File: src/rtl/bcd_conv_arbiter.sv
// ---------------------------------------------------------------------------
// bcd_conv_arbiter
//
// Shares one binary-to-BCD converter among NUM_REQ requesters (overlay
// fields such as frame counters, coordinates and debug registers). Requesters
// are served round-robin, one conversion at a time. The converter's
// start/done handshake is sequenced here, and each result goes back to the
// requester that asked for it.
//
// Ports
//   clk          clock, shared with the converter
//   reset_n      asynchronous active-low reset (release is synchronised
//                upstream)
//   req_valid    per-requester request; held with req_binary until accepted
//   req_binary   packed per-requester operands; requester i occupies
//                bits [i*BINARY_DATA_WIDTH +: BINARY_DATA_WIDTH]
//   req_ready    one-hot acceptance; a transfer is req_valid[i] & req_ready[i]
//   rsp_valid    one-hot, single-cycle pulse marking the owner of rsp_bcd
//   rsp_bcd      last conversion result, most significant digit in the top
//                nibble; held until the next result
//   busy         high whenever a conversion is in flight (not IDLE)
//   conv_start   single-cycle start pulse to the converter
//   conv_binary  operand to the converter; stable from start until next grant
//   conv_done    converter done pulse (honoured only while waiting for it)
//   conv_bcd     converter result, valid in the conv_done cycle
// ---------------------------------------------------------------------------
module bcd_conv_arbiter #(
    parameter int NUM_REQ           = 4,
    parameter int BINARY_DATA_WIDTH = 16,
    parameter int BCD_DIGITS        = 5,
    parameter int BCD_DIGIT_WIDTH   = 4
) (
    input  logic                                  clk,
    input  logic                                  reset_n,
    input  logic [NUM_REQ-1:0]                    req_valid,
    input  logic [NUM_REQ*BINARY_DATA_WIDTH-1:0]  req_binary,
    output logic [NUM_REQ-1:0]                    req_ready,
    output logic [NUM_REQ-1:0]                    rsp_valid,
    output logic [BCD_DIGITS*BCD_DIGIT_WIDTH-1:0] rsp_bcd,
    output logic                                  busy,
    output logic                                  conv_start,
    output logic [BINARY_DATA_WIDTH-1:0]          conv_binary,
    input  logic                                  conv_done,
    input  logic [BCD_DIGITS*BCD_DIGIT_WIDTH-1:0] conv_bcd
);

    localparam int PTR_W = $clog2(NUM_REQ);
    localparam int BCD_W = BCD_DIGITS * BCD_DIGIT_WIDTH;

    typedef enum logic [1:0] {
        ST_IDLE,
        ST_START,
        ST_WAIT,
        ST_RESP
    } state_t;

    state_t                         state_reg, state_next;
    logic [PTR_W-1:0]               ptr_reg, ptr_next;
    logic [PTR_W-1:0]               grant_reg, grant_next;
    logic [BINARY_DATA_WIDTH-1:0]   conv_binary_reg, conv_binary_next;
    logic [BCD_W-1:0]               rsp_bcd_reg, rsp_bcd_next;

    // Round-robin search helpers: candidate k of the scan is requester
    // (ptr + k) mod NUM_REQ.
    logic [BINARY_DATA_WIDTH-1:0]   req_bin_arr [NUM_REQ];
    logic [PTR_W-1:0]               rot_idx     [NUM_REQ];
    logic [NUM_REQ-1:0]             rot_valid;
    logic [PTR_W-1:0]               winner;
    logic                           any_valid;

    genvar gi;

    // Unpack the flat operand bus into one word per requester.
    generate
        for (gi = 0; gi < NUM_REQ; gi++) begin : g_unpack
            assign req_bin_arr[gi] = req_binary[gi*BINARY_DATA_WIDTH +: BINARY_DATA_WIDTH];
        end
    endgenerate

    // Rotated candidate indices. The sum is one bit wider than the pointer so
    // that ptr + k (at most 2*NUM_REQ-2) never overflows before the wrap; the
    // wrap subtracts NUM_REQ explicitly so non-power-of-2 counts work.
    generate
        for (gi = 0; gi < NUM_REQ; gi++) begin : g_rot
            logic [PTR_W:0] rot_sum;
            logic [PTR_W:0] rot_wrap;

            assign rot_sum  = {1'b0, ptr_reg} + (PTR_W+1)'(gi);
            assign rot_wrap = (rot_sum >= (PTR_W+1)'(NUM_REQ))
                            ? rot_sum - (PTR_W+1)'(NUM_REQ)
                            : rot_sum;
            assign rot_idx[gi]   = rot_wrap[PTR_W-1:0];
            assign rot_valid[gi] = req_valid[rot_idx[gi]];
        end
    endgenerate

    // First valid candidate in scan order wins. Scanning from the far end
    // downward lets the lowest offset (closest to ptr) overwrite the rest.
    always_comb begin
        winner    = '0;
        any_valid = |rot_valid;
        for (int k = NUM_REQ - 1; k >= 0; k--) begin
            if (rot_valid[k]) begin
                winner = rot_idx[k];
            end
        end
    end

    // Acceptance is combinational so a requester sees ready in the same cycle
    // it is chosen. It is forced low while reset is asserted, because the
    // reset state is IDLE and would otherwise advertise a grant that the
    // held-in-reset registers cannot take.
    generate
        for (gi = 0; gi < NUM_REQ; gi++) begin : g_ready
            assign req_ready[gi] = reset_n
                                 && (state_reg == ST_IDLE)
                                 && any_valid
                                 && (winner == PTR_W'(gi));
        end
    endgenerate

    // Response strobe goes only to the requester that owns the result.
    generate
        for (gi = 0; gi < NUM_REQ; gi++) begin : g_rsp
            assign rsp_valid[gi] = (state_reg == ST_RESP) && (grant_reg == PTR_W'(gi));
        end
    endgenerate

    // Next-state and datapath update.
    always_comb begin
        state_next       = state_reg;
        ptr_next         = ptr_reg;
        grant_next       = grant_reg;
        conv_binary_next = conv_binary_reg;
        rsp_bcd_next     = rsp_bcd_reg;

        case (state_reg)
            ST_IDLE: begin
                // Any valid request implies the winner sees ready, so a
                // transfer happens whenever some request is pending.
                if (any_valid) begin
                    conv_binary_next = req_bin_arr[winner];
                    grant_next       = winner;
                    ptr_next         = (winner == PTR_W'(NUM_REQ - 1))
                                     ? '0
                                     : winner + PTR_W'(1);
                    state_next       = ST_START;
                end
            end
            ST_START: begin
                state_next = ST_WAIT;
            end
            ST_WAIT: begin
                // A done pulse in any other state is stray and is ignored.
                if (conv_done) begin
                    rsp_bcd_next = conv_bcd;
                    state_next   = ST_RESP;
                end
            end
            ST_RESP: begin
                state_next = ST_IDLE;
            end
            default: begin
                state_next = ST_IDLE;
            end
        endcase
    end

    always_ff @(posedge clk or negedge reset_n) begin
        if (!reset_n) begin
            state_reg       <= ST_IDLE;
            ptr_reg         <= '0;
            grant_reg       <= '0;
            conv_binary_reg <= '0;
            rsp_bcd_reg     <= '0;
        end else begin
            state_reg       <= state_next;
            ptr_reg         <= ptr_next;
            grant_reg       <= grant_next;
            conv_binary_reg <= conv_binary_next;
            rsp_bcd_reg     <= rsp_bcd_next;
        end
    end

    assign busy        = (state_reg != ST_IDLE);
    assign conv_start  = (state_reg == ST_START);
    assign conv_binary = conv_binary_reg;
    assign rsp_bcd     = rsp_bcd_reg;

endmodule

File: config.mk
export PLATFORM = sky130hd
export DESIGN_NAME = bcd_conv_arbiter
export DESIGN_NICKNAME = d
export VERILOG_FILES = /design/src/rtl/bcd_conv_arbiter.sv
export SDC_FILE = /design/constraint.sdc
export NUM_CORES = 1
export LEC_CHECK = 0
export BUFFER_PORTS_ARGS = -buffer_cell sky130_fd_sc_hd__clkbuf_2
export CELL_PAD_IN_SITES_DETAIL_PLACEMENT = 2
export CELL_PAD_IN_SITES_GLOBAL_PLACEMENT = 2
export CORE_MARGIN = 3
export CORE_UTILIZATION = 25
export CTS_BUF_LIST = sky130_fd_sc_hd__clkbuf_8
export CTS_CLUSTER_DIAMETER = 30
export DETAILED_ROUTE_END_ITERATION = 16
export HOLD_SLACK_MARGIN = 0.06
export PLACE_DENSITY = 0.82
export SLEW_MARGIN = 0
export SYNTH_ARGS = -nofsm -noshare
export SYNTH_HDL_FRONTEND = slang
export SYNTH_SLANG_ARGS = --single-unit
File: constraint.sdc
create_clock -name clk -period 2.4 [get_ports clk]
set_input_delay 0.48 -clock clk [delete_from_list [all_inputs] [get_ports clk]]
set_output_delay 0.48 -clock clk [all_outputs]
set_load 0.01 [all_outputs]
== After elaboration in Yosys (flattened, before gate mapping) ==
Index checks and enable logic that the tools add are counted.

* $add $sub $neg: 8
* $lt $le $gt $ge: 9
* Equality and inequality tests: 11
* Muxes and demuxes: 23
* Bitwise logic cells: 1
* Reduce and logical (&&, ||, !) cells: 18

{| class="wikitable"
|+ Operators by type and width
! operator !! number
|-
| $bmux 16 s2 || 1
|-
| $mux 16 || 2
|-
| $mux 2 || 11
|-
| $eq 2x2->1 const B || 6
|-
| $ge 3x3->1 const B || 4
|-
| $lt 2x3->1 const B || 4
|-
| $logic_and 1x1->1 || 10
|-
| $bmux 1 s2 || 4
|-
| $pmux 2 s4 || 1
|-
| $sub 2x1->2 const B || 4
|-
| $add 2x2->3 const B || 2
|-
| $eq 2x1->1 const B || 3
|-
| $logic_not 2->1 || 3
|-
| $reduce_and 2->1 || 3
|-
| $mux 1 || 4
|-
| $ne 2x2->1 const B || 2
|-
| $reduce_or 4->1 || 1
|-
| $add 2x1->3 const B || 1
|-
| $ge 2x3->1 const B || 1
|-
| $not 2->3 || 1
|-
| $add 2x1->2 const B || 1
|-
| $reduce_bool 2->1 || 1
|}

* Register bits: 42
* Input port bits: 91
* Word-level logic and storage cells: 75

== Longest topological paths before layout ==
Gate-level depths: netlist (run 1).

* Depth in word-level cells: 13
* Mapped depth: 8
* Depth with buffers taken out: 7

== Worst setup path after synthesis (run 1) ==
OpenSTA, ideal clock, no wires.

* Kind: input to output
* Start: in req_valid[2]
* End: out req_ready[2]
* Arrival time: 1.776 ns
* Path slack: 0.144 ns
* Cell stages on the path: 8
* Path buffers: 2
* Path through: and3b_1 > a31o_1 > nor2_2 > inv_2 > buf_6 > buf_2 > ha_1 > and3_1

* Word-level cells in the longest chain between the ends: 8
* Elaborated cells between the ends (all ways): 16
* Classes of those cells: eq/ne: 1; mux: 12; reduce/logical: 3

{| class="wikitable"
|+ RTL lines
! what !! RTL line !! text
|-
| from (decl) || 35 || <nowiki>input logic [NUM_REQ-1:0] req_valid,</nowiki>
|-
| $bmux 1 s2 || 93 || <nowiki>assign rot_valid[gi] = req_valid[rot_idx[gi]];</nowiki>
|-
| $mux 1 (not written as such) || 93 ||
|-
| $mux 2 (4 in a row) || 103 || <nowiki>if (rot_valid[k]) begin</nowiki>
|-
| $eq 2x2->1 || 118 || <nowiki>&& (winner == PTR_W'(gi));</nowiki>
|-
| $logic_and 1x1->1 (*) || 118 ||
|-
| to (decl) || 37 || <nowiki>output logic [NUM_REQ-1:0] req_ready,</nowiki>
|}

Every way passes the cells marked *; elsewhere a longest branch is shown, timed or not. The select of a mux whose other input is x is not followed.

== Final worst setup path (run 1) ==
* Start: reg ptr_reg[1]
* End: out req_ready[2]

* Word-level cells in the longest chain between the ends: 11
* Elaborated cells between the ends (all ways): 31
* Classes of those cells: add/sub: 7; order compare: 4; eq/ne: 1; mux: 16; reduce/logical: 3

{| class="wikitable"
|+ RTL lines
! what !! RTL line !! text
|-
| from (decl) || 58 || <nowiki>logic [PTR_W-1:0] ptr_reg, ptr_next;</nowiki>
|-
| from (signal assigned) || 178 || <nowiki>ptr_reg <= ptr_next;</nowiki>
|-
| $add 2x2->3 || 88 || <nowiki>assign rot_sum = {1'b0, ptr_reg} + (PTR_W+1)'(gi);</nowiki>
|-
| $ge 3x3->1 or $sub 2x1->2 (tied branches) || 89, 90 ||
|-
| $mux 2 || 90 || <nowiki>? rot_sum - (PTR_W+1)'(NUM_REQ)</nowiki>
|-
| $bmux 1 s2 || 93 ||
|-
| $mux 1 (not written as such) || 93 ||
|-
| $mux 2 (4 in a row) || 103 ||
|-
| $eq 2x2->1 || 118 ||
|-
| $logic_and 1x1->1 (*) || 118 ||
|}

Marks and branches as above.

==> metrics.txt, run 1 <==
# TYPE chip_impl_metric gauge
chip_impl_info{name="run_status",value="completed"} 1
chip_impl_metric{name="relSlewSlack",unit="%"} 62.8
chip_impl_metric{name="ff2ff_path_depth",unit=""} 8
chip_impl_metric{name="final_min_period_over_clock_period",unit="%"} 97.9
chip_impl_metric{name="synth_area_per_cell",unit="sq um"} 10.8
chip_impl_metric{name="wire_per_inst",unit="um"} 18.1
chip_impl_info{name="worst_path_dominant_cell_family",value="simple AND/OR/NAND/NOR gates"} 1
chip_impl_metric{name="synthMuxAreaShare",unit="%"} 18.3
chip_impl_metric{name="drive_gt1_share",unit="%"} 55.6
chip_impl_info{name="ctsRootBufferMaster",value="clkbuf_8"} 1
chip_impl_metric{name="vias_in_the_first_global_route",unit=""} 2585
chip_impl_info{name="leading_cell_type_in_the_layout_fill_and_taps_excluded",value="clkbuf_2"} 1
chip_impl_metric{name="x_dimension_of_the_die",unit="um"} 101
chip_impl_metric{name="leakage_power",unit="nW"} 1.68
chip_impl_metric{name="grt_max_degree",unit=""} 41
chip_impl_metric{name="setup_total_negative_slack",unit="ns"} 0
chip_impl_info{name="startpoint_type",value="flop"} 1
chip_impl_info{name="synth_top_family_by_area",value="multiplexers"} 1
chip_impl_metric{name="routed_wirelength",unit="um"} 8410
chip_impl_metric{name="num_io_pins",unit=""} 137
chip_impl_metric{name="io_buffer_count",unit=""} 136
chip_impl_metric{name="layout-area-overhead-vs-synth",unit="%"} 44.5
chip_impl_metric{name="clkTransAtPathRegs",unit="ns"} 0.09
chip_impl_metric{name="finalCriticalPeriod",unit="ns"} 2.35
chip_impl_metric{name="drtIter0Drc",unit=""} 53
chip_impl_info{name="layout_common_cells",value="136 x clkbuf_2, 41 x dfrtp_1, 26 x mux2_2"} 1
chip_impl_metric{name="worst-endpoint-required",unit="ns"} 1.92
chip_impl_metric{name="clock_latency",unit="ns"} 0.29
chip_impl_metric{name="finish.utilization",unit="%"} 37.2
chip_impl_info{name="hold_end",value="rsp_bcd[17]"} 1
chip_impl_metric{name="synth_xor_area_share",unit="%"} 0
chip_impl_metric{name="antenna_cells_inserted",unit=""} 0
chip_impl_info{name="critical_path_top_delay_cell",value="dfrtp_2"} 1
chip_impl_metric{name="cts.htree.levels",unit=""} 2
chip_impl_metric{name="die_span_y",unit="um"} 101
chip_impl_metric{name="worst-r2r-setup-slack",unit="ns"} 0.37
chip_impl_info{name="worstHoldPathType",value="in2reg"} 1
chip_impl_metric{name="ys_seq_elements",unit=""} 42
chip_impl_info{name="regToRegStartpoint",value="ptr_reg[1]"} 1
chip_impl_metric{name="synth.net_count",unit=""} 306
chip_impl_metric{name="largest_register_ffs",unit=""} 20
chip_impl_metric{name="initial_antenna_violation_count",unit=""} 0
chip_impl_metric{name="netlist_area",unit="sq mm"} 0.00226
chip_impl_metric{name="start_util",unit="%"} 25.8
chip_impl_metric{name="min_delay_path_depth",unit=""} 2
chip_impl_metric{name="fp.dieArea",unit="sq mm"} 0.0102
chip_impl_metric{name="synthCells",unit=""} 209
chip_impl_metric{name="compound_cell_area_share_of_the_yosys_netlist",unit="%"} 16.2
chip_impl_metric{name="gp_routability_congestion",unit=""} 0.810
chip_impl_metric{name="powerDensity",unit="mW/mm^2"} 1170
chip_impl_metric{name="dr_total_vias",unit=""} 2280
chip_impl_metric{name="worstPathArrival",unit="ns"} 1.87
chip_impl_metric{name="cts_buffer_depth",unit=""} 2
chip_impl_metric{name="layout.nets",unit=""} 452
chip_impl_info{name="cts_tree",value="built"} 1
chip_impl_metric{name="crit_fanout",unit=""} 7
chip_impl_metric{name="slew_viol_final",unit=""} 0
chip_impl_metric{name="antenna_violating_nets_post_route",unit=""} 0
chip_impl_metric{name="numCtsBuffers",unit=""} 5
chip_impl_metric{name="grt_util_all_layers",unit="%"} 16.2
chip_impl_metric{name="via_per_inst",unit=""} 4.91
chip_impl_metric{name="cap_violations",unit=""} 0
chip_impl_metric{name="ys_types",unit=""} 31
chip_impl_info{name="synth_top_flop_cell",value="dfrtp_1"} 1
chip_impl_info{name="hp-start",value="conv_bcd[17]"} 1
chip_impl_metric{name="yosys.area_share.simple",unit="%"} 12.4
chip_impl_metric{name="route.detailed.drc",unit=""} 0
chip_impl_metric{name="ys_seq_area_share",unit="%"} 46.5
chip_impl_metric{name="worstPathBufferInverterCount",unit=""} 2
chip_impl_info{name="worstSetupEndpointType",value="primary output"} 1
chip_impl_metric{name="core_area",unit="sq mm"} 0.00876
chip_impl_metric{name="detail_route.first_pass.iterations",unit=""} 4
chip_impl_metric{name="grt_first_pass_wirelength",unit="um"} 13100
chip_impl_metric{name="worst_ir_drop_vdd",unit="mV"} 0.327
chip_impl_info{name="setup.worst_path.class",value="reg2out"} 1
chip_impl_metric{name="rows",unit=""} 34
chip_impl_info{name="timing.critical_path.cells",value="and3b_1 > a31o_1 > nor2_4 > inv_2 > ha_1 > and3_1 > clkbuf_2"} 1
chip_impl_metric{name="total_number_of_yosys_warnings",unit=""} 0
chip_impl_metric{name="fmax",unit="GHz"} 0.425
chip_impl_info{name="rr_endpoint",value="conv_binary[6]"} 1
chip_impl_metric{name="number_of_endpoints_with_negative_hold_slack_in_the_final_report",unit=""} 0
chip_impl_info{name="rsz0062_at_grt",value="true"} 1
chip_impl_metric{name="tightest_slew",unit="ns"} 0.557
chip_impl_metric{name="setup_violations",unit=""} 0
chip_impl_metric{name="cts_num_sinks",unit=""} 42
chip_impl_metric{name="grt.overflow.total",unit=""} 0
chip_impl_metric{name="synth_enable_flop_cells",unit=""} 0
chip_impl_metric{name="setup_clock_skew_after_layout",unit="ns"} 0.0125
chip_impl_metric{name="cpPeakStageDelay",unit="ns"} 0.46
chip_impl_metric{name="worst-path-stages",unit=""} 7
chip_impl_metric{name="dp_hpwl",unit="um"} 6580
chip_impl_metric{name="synthArstFlopShare",unit="%"} 100
chip_impl_metric{name="synth-adder-area-share",unit="%"} 3.32
[metrics by stage]
stage          power (W)  instance area (sq um)  hold slack (ns)  setup slack (ns)  cells
4_1_cts          0.00381                   3210            0.411           0.00609    462
5_1_grt          0.00415                   3260            0.405           -0.0581    464
2_1_floorplan    0.00247                   2260            0.184             0.144    209
3_5_place_dp     0.00333                   3110            0.304             0.124    453
3_3_place_gp     0.00322                   3110            0.302             0.210    453
6_report         0.00382                   3260            0.414            0.0498    464
[how the worst max path moves through the flow]
stage                      start      endpoint  slack (ns)
detailed placement  req_valid[1]  req_ready[2]        0.12
CTS                   ptr_reg[1]  req_ready[2]       0.006
floorplan           req_valid[2]  req_ready[2]        0.14
finish                ptr_reg[1]  req_ready[2]        0.05
global placement    req_valid[1]  req_ready[2]        0.21
global route          ptr_reg[1]  req_ready[2]       -0.06
[synthesized netlist by cell type (2+ instances only)]
| cell | instances | share of area (%) |
|---|---|---|
| a211oi_1 | 12 | 4.0 |
| a21oi_1 | 14 | 3.1 |
| a221o_1 | 10 | 4.4 |
| and3_1 | 9 | 2.5 |
| and3b_1 | 2 | 0.78 |
| buf_2 | 2 | 0.44 |
| clkbuf_1 | 9 | 1.5 |
| dfrtp_1 | 42 | 47 |
| ha_1 | 6 | 3.3 |
| inv_1 | 4 | 0.66 |
| mux2_2 | 26 | 13 |
| mux2_4 | 4 | 2.7 |
| mux2i_1 | 6 | 2.7 |
| nand2_1 | 11 | 1.8 |
| nand2b_1 | 3 | 0.83 |
| nand3_1 | 10 | 2.2 |
| nor2_1 | 11 | 1.8 |
| nor3_1 | 2 | 0.44 |
| nor3b_1 | 2 | 0.66 |
| o21ai_0 | 13 | 2.9 |
[repair_timing]
item / 4_1_cts / 5_1_grt
cloned: 0 / 0
setup endpoints to repair: 3 / 4
resized for setup: 2 / 8
setup buffers: 0 / 2
hold endpoints to repair: 2 / 0
hold buffers: 1 / 0
pin swaps: 2 / 2
[worst register-to-register path, stage by stage, from the launching register on]
cell      delay, ns
dfrtp_2        0.46
and3b_1        0.20
a31o_1         0.23
nor2_4         0.14
inv_2          0.07
buf_4          0.17
buf_4          0.20
a211oi_1       0.32
a211oi_1       0.11
[metal layers]
layer  global-route usage [%]  vias to the layer above  wire, um
met5                        0                        -         0
met4                     4.19                        0        97
met3                     2.98                        6       424
met2                     29.6                       72      4570
met1                     19.5                     1136      3320
li1                         -                     1066         -
[kinds of logic after synthesis]
logic type / count (synthesis)
fa+ha+maj: 6
simple gates: 54
flops: 42
buf+inv: 17
mux: 36
compound gates: 54
[power breakdown]
| part | switching, W | internal, W | total (W) |
|---|---|---|---|
| registers | 0.000227 | 0.00107 | 0.00130 |
| clock network | 0.000259 | 0.000205 | 0.000464 |
| logic | 0.00109 | 0.000971 | 0.00206 |
[final cells by class]
cell class,instances,area (sq um)
clock buffer,5,68.8
clock inverter,3,21.3
fill,1009,5500
inverter,5,18.8
multi-input combinational,150,1170
sequential,42,1050
tap,108,135
timing repair buffer,151,796
Note: power is estimated with default switching activity, not from simulation.
==> inputs of run 2 (changes only) <==
--- a/config.mk
+++ b/config.mk
@@ -14,7 +14,8 @@
 export CTS_CLUSTER_DIAMETER = 30
 export DETAILED_ROUTE_END_ITERATION = 16
 export HOLD_SLACK_MARGIN = 0.06
-export PLACE_DENSITY = 0.82
+export PLACE_DENSITY_LB_ADDON = 0.1
+export SETUP_SLACK_MARGIN = 0.2
 export SLEW_MARGIN = 0
 export SYNTH_ARGS = -nofsm -noshare
 export SYNTH_HDL_FRONTEND = slang
==> run 2 against run 1 <==
  * Sequential share of layout area is 1.8 points lower
  * Design area grew 5.9%
  * Core utilization rose by 2.2 points
  * Flip-flop and latch count stayed put
  * Final cell count rose by 2.6%
  * Critical endpoint unchanged
  * Combinational power is 8% higher
  * Die area is the same
  * Sequential power about the same
  * Global-route usage increased by 0.44 points
  * First-iteration DRC count fell by 43%
  * Wire length is 2.5% higher
  * Largest power group unchanged
==> metrics.txt, run 2 (synthesis gave the netlist of run 1 again) <==
# TYPE chip_impl_metric gauge
chip_impl_metric{name="rows",unit=""} 34
chip_impl_metric{name="cts.htree.levels",unit=""} 2
chip_impl_metric{name="finalCriticalPeriod",unit="ns"} 2.33
chip_impl_metric{name="dr_total_vias",unit=""} 2321
chip_impl_metric{name="worstPathArrival",unit="ns"} 1.85
chip_impl_metric{name="worst_ir_drop_vdd",unit="mV"} 0.340
chip_impl_metric{name="cap_violations",unit=""} 0
chip_impl_metric{name="worst-r2r-setup-slack",unit="ns"} 0.26
chip_impl_metric{name="worst-endpoint-required",unit="ns"} 1.92
chip_impl_info{name="crit_path_end",value="req_ready[2]"} 1
chip_impl_metric{name="setup_violations",unit=""} 0
chip_impl_info{name="ctsRootBufferMaster",value="clkbuf_8"} 1
chip_impl_info{name="timing.critical_path.cells",value="buf_6 > and3b_2 > a31o_1 > nor2_4 > inv_4 > ha_4 > and3_4 > buf_8"} 1
chip_impl_metric{name="via_per_inst",unit=""} 4.88
chip_impl_info{name="worstSetupEndpointType",value="primary output"} 1
chip_impl_metric{name="drtIter0Drc",unit=""} 30
chip_impl_metric{name="final.hold.worst_slack",unit="ns"} 0.334
chip_impl_metric{name="grt_util_all_layers",unit="%"} 16.7
chip_impl_metric{name="core_area",unit="sq mm"} 0.00876
chip_impl_metric{name="finish.utilization",unit="%"} 39.4
chip_impl_metric{name="powerDensity",unit="mW/mm^2"} 1180
chip_impl_info{name="timing.critical_path.from",value="ptr_reg[0]"} 1
chip_impl_metric{name="cts_num_sinks",unit=""} 42
chip_impl_metric{name="leakage_power",unit="nW"} 1.78
chip_impl_metric{name="grt.overflow.total",unit=""} 0
chip_impl_info{name="leading_cell_type_in_the_layout_fill_and_taps_excluded",value="clkbuf_2"} 1
chip_impl_metric{name="clkTransAtPathRegs",unit="ns"} 0.08
chip_impl_info{name="regToRegStartpoint",value="ptr_reg[0]"} 1
chip_impl_metric{name="drive_gt1_share",unit="%"} 58.4
chip_impl_metric{name="die_span_y",unit="um"} 101
chip_impl_metric{name="grt_max_degree",unit=""} 37
chip_impl_info{name="startpoint_type",value="flop"} 1
chip_impl_metric{name="detail_route.first_pass.iterations",unit=""} 4
chip_impl_metric{name="dp_hpwl",unit="um"} 6650
chip_impl_metric{name="cts_buffer_depth",unit=""} 2
chip_impl_metric{name="route.detailed.drc",unit=""} 0
chip_impl_info{name="rsz0062_at_grt",value="true"} 1
chip_impl_metric{name="num_io_pins",unit=""} 137
chip_impl_info{name="critical_path_top_delay_cell",value="dfrtp_1"} 1
chip_impl_metric{name="fmax",unit="GHz"} 0.429
chip_impl_metric{name="tightest_slew",unit="ns"} 0.643
chip_impl_metric{name="design_power_total",unit="W"} 0.00408
chip_impl_metric{name="slew_viol_final",unit=""} 0
chip_impl_metric{name="initial_antenna_violation_count",unit=""} 0
chip_impl_metric{name="x_dimension_of_the_die",unit="um"} 101
chip_impl_metric{name="ff2ff_path_depth",unit=""} 9
chip_impl_metric{name="start_util",unit="%"} 25.8
chip_impl_metric{name="antenna_violating_nets_post_route",unit=""} 0
chip_impl_metric{name="final_min_period_over_clock_period",unit="%"} 97.1
chip_impl_info{name="setup.worst_path.class",value="reg2out"} 1
chip_impl_metric{name="antenna_cells_inserted",unit=""} 0
chip_impl_metric{name="setup_clock_skew_after_layout",unit="ns"} 0.00414
chip_impl_info{name="cts_tree",value="built"} 1
chip_impl_metric{name="relSlewSlack",unit="%"} 57.1
chip_impl_metric{name="number_of_endpoints_with_negative_hold_slack_in_the_final_report",unit=""} 0
chip_impl_metric{name="clock_latency",unit="ns"} 0.29
chip_impl_metric{name="fp.dieArea",unit="sq mm"} 0.0102
chip_impl_metric{name="largest_register_ffs",unit=""} 20
chip_impl_info{name="run_status",value="completed"} 1
chip_impl_info{name="layout_common_cells",value="135 x clkbuf_2, 41 x dfrtp_1, 24 x mux2_2"} 1
chip_impl_metric{name="layout-area-overhead-vs-synth",unit="%"} 53.0
chip_impl_metric{name="layout.nets",unit=""} 464
chip_impl_metric{name="grt_first_pass_wirelength",unit="um"} 13300
chip_impl_info{name="rr_endpoint",value="conv_binary[7]"} 1
chip_impl_metric{name="gp_routability_congestion",unit=""} 0.783
chip_impl_metric{name="numPlacedInstances",unit=""} 458
chip_impl_metric{name="vias_in_the_first_global_route",unit=""} 2528
chip_impl_metric{name="crit_fanout",unit=""} 4
chip_impl_info{name="worstHoldPathType",value="in2async"} 1
chip_impl_metric{name="io_buffer_count",unit=""} 136
chip_impl_metric{name="cpPeakStageDelay",unit="ns"} 0.39
chip_impl_metric{name="fin_cells",unit=""} 476
chip_impl_metric{name="numCtsBuffers",unit=""} 5
chip_impl_metric{name="routed_wirelength",unit="um"} 8620
chip_impl_metric{name="wire_per_inst",unit="um"} 18.1
[run 2: cell count changes in the layout (fill, tap and decap cells not counted), moves of 2 or more]
cell	change
buf_4	+9
mux2_4	+2
buf_6	+2
mux2_2	-2
[run 2: worst max-delay path: cells and delay by family, from the launching register on]
kind	cells	cell delay (ns)
compound gates	1	0.22
fa+ha+maj	1	0.15
buf+inv	3	0.29
flops	1	0.39
simple gates	3	0.50
[run 2: power by group]
part	total, W	internal (W)	leakage (nW)	switching (W)
sequential	0.00129	0.00107	0.497	0.000222
clock	0.000560	0.000306	0.0556	0.000254
combinational	0.00223	0.00110	1.22	0.00114
[run 2: worst min-delay path by stage]
stage,cells after the start,to,start,slack [ns]
2_1_floorplan,0,conv_binary[0],reset_n,0.18
3_3_place_gp,1,ptr_reg[0],reset_n,0.35
3_5_place_dp,1,ptr_reg[0],reset_n,0.36
4_1_cts,2,state_reg[1],reset_n,0.34
5_1_grt,2,ptr_reg[1],reset_n,0.37
6_report,2,ptr_reg[1],reset_n,0.33
[run 2: per-stage QoR]
| stage | setup TNS, ns | worst slack [ns] | cell area [sq um] |
|---|---|---|---|
| finish | 0 | 0.0692 | 3450 |
| global route | -0.102 | -0.0397 | 3450 |
| CTS | 0 | 0.0688 | 3410 |
| detailed placement | -0.246 | -0.0874 | 3160 |
| global placement | -0.178 | -0.0620 | 3160 |
| floorplan | 0 | 0.223 | 2270 |
[run 2: final cells by class]
cell class	count	area, sq um
Timing Repair Buffer	163	916
Fill cell	995	5310
Clock buffer	5	68.8
Sequential cell	42	1050
Inverter	5	21.3
Tap cell	108	135
Multi-Input combinational cell	150	1220
Clock inverter	3	41.3
[run 2: repair_timing]
item / 4_1_cts / 5_1_grt
pin swaps: 5 / 10
endpoints found under the hold margin: 6 / 0
hold buffers: 1 / 0
gates resized for setup: 18 / 9
endpoints found under the setup margin: 9 / 14
setup buffers: 7 / 2
[run 2: per-layer routing]
layer / part of all wire, % / global-route usage (%) / up-vias
li1: - / - / 1092
met1: 40 / 20.7 / 1142
met2: 53 / 30.1 / 79
met3: 5.7 / 2.98 / 8
met4: 1.4 / 3.58 / 0
met5: 0 / 0 / -
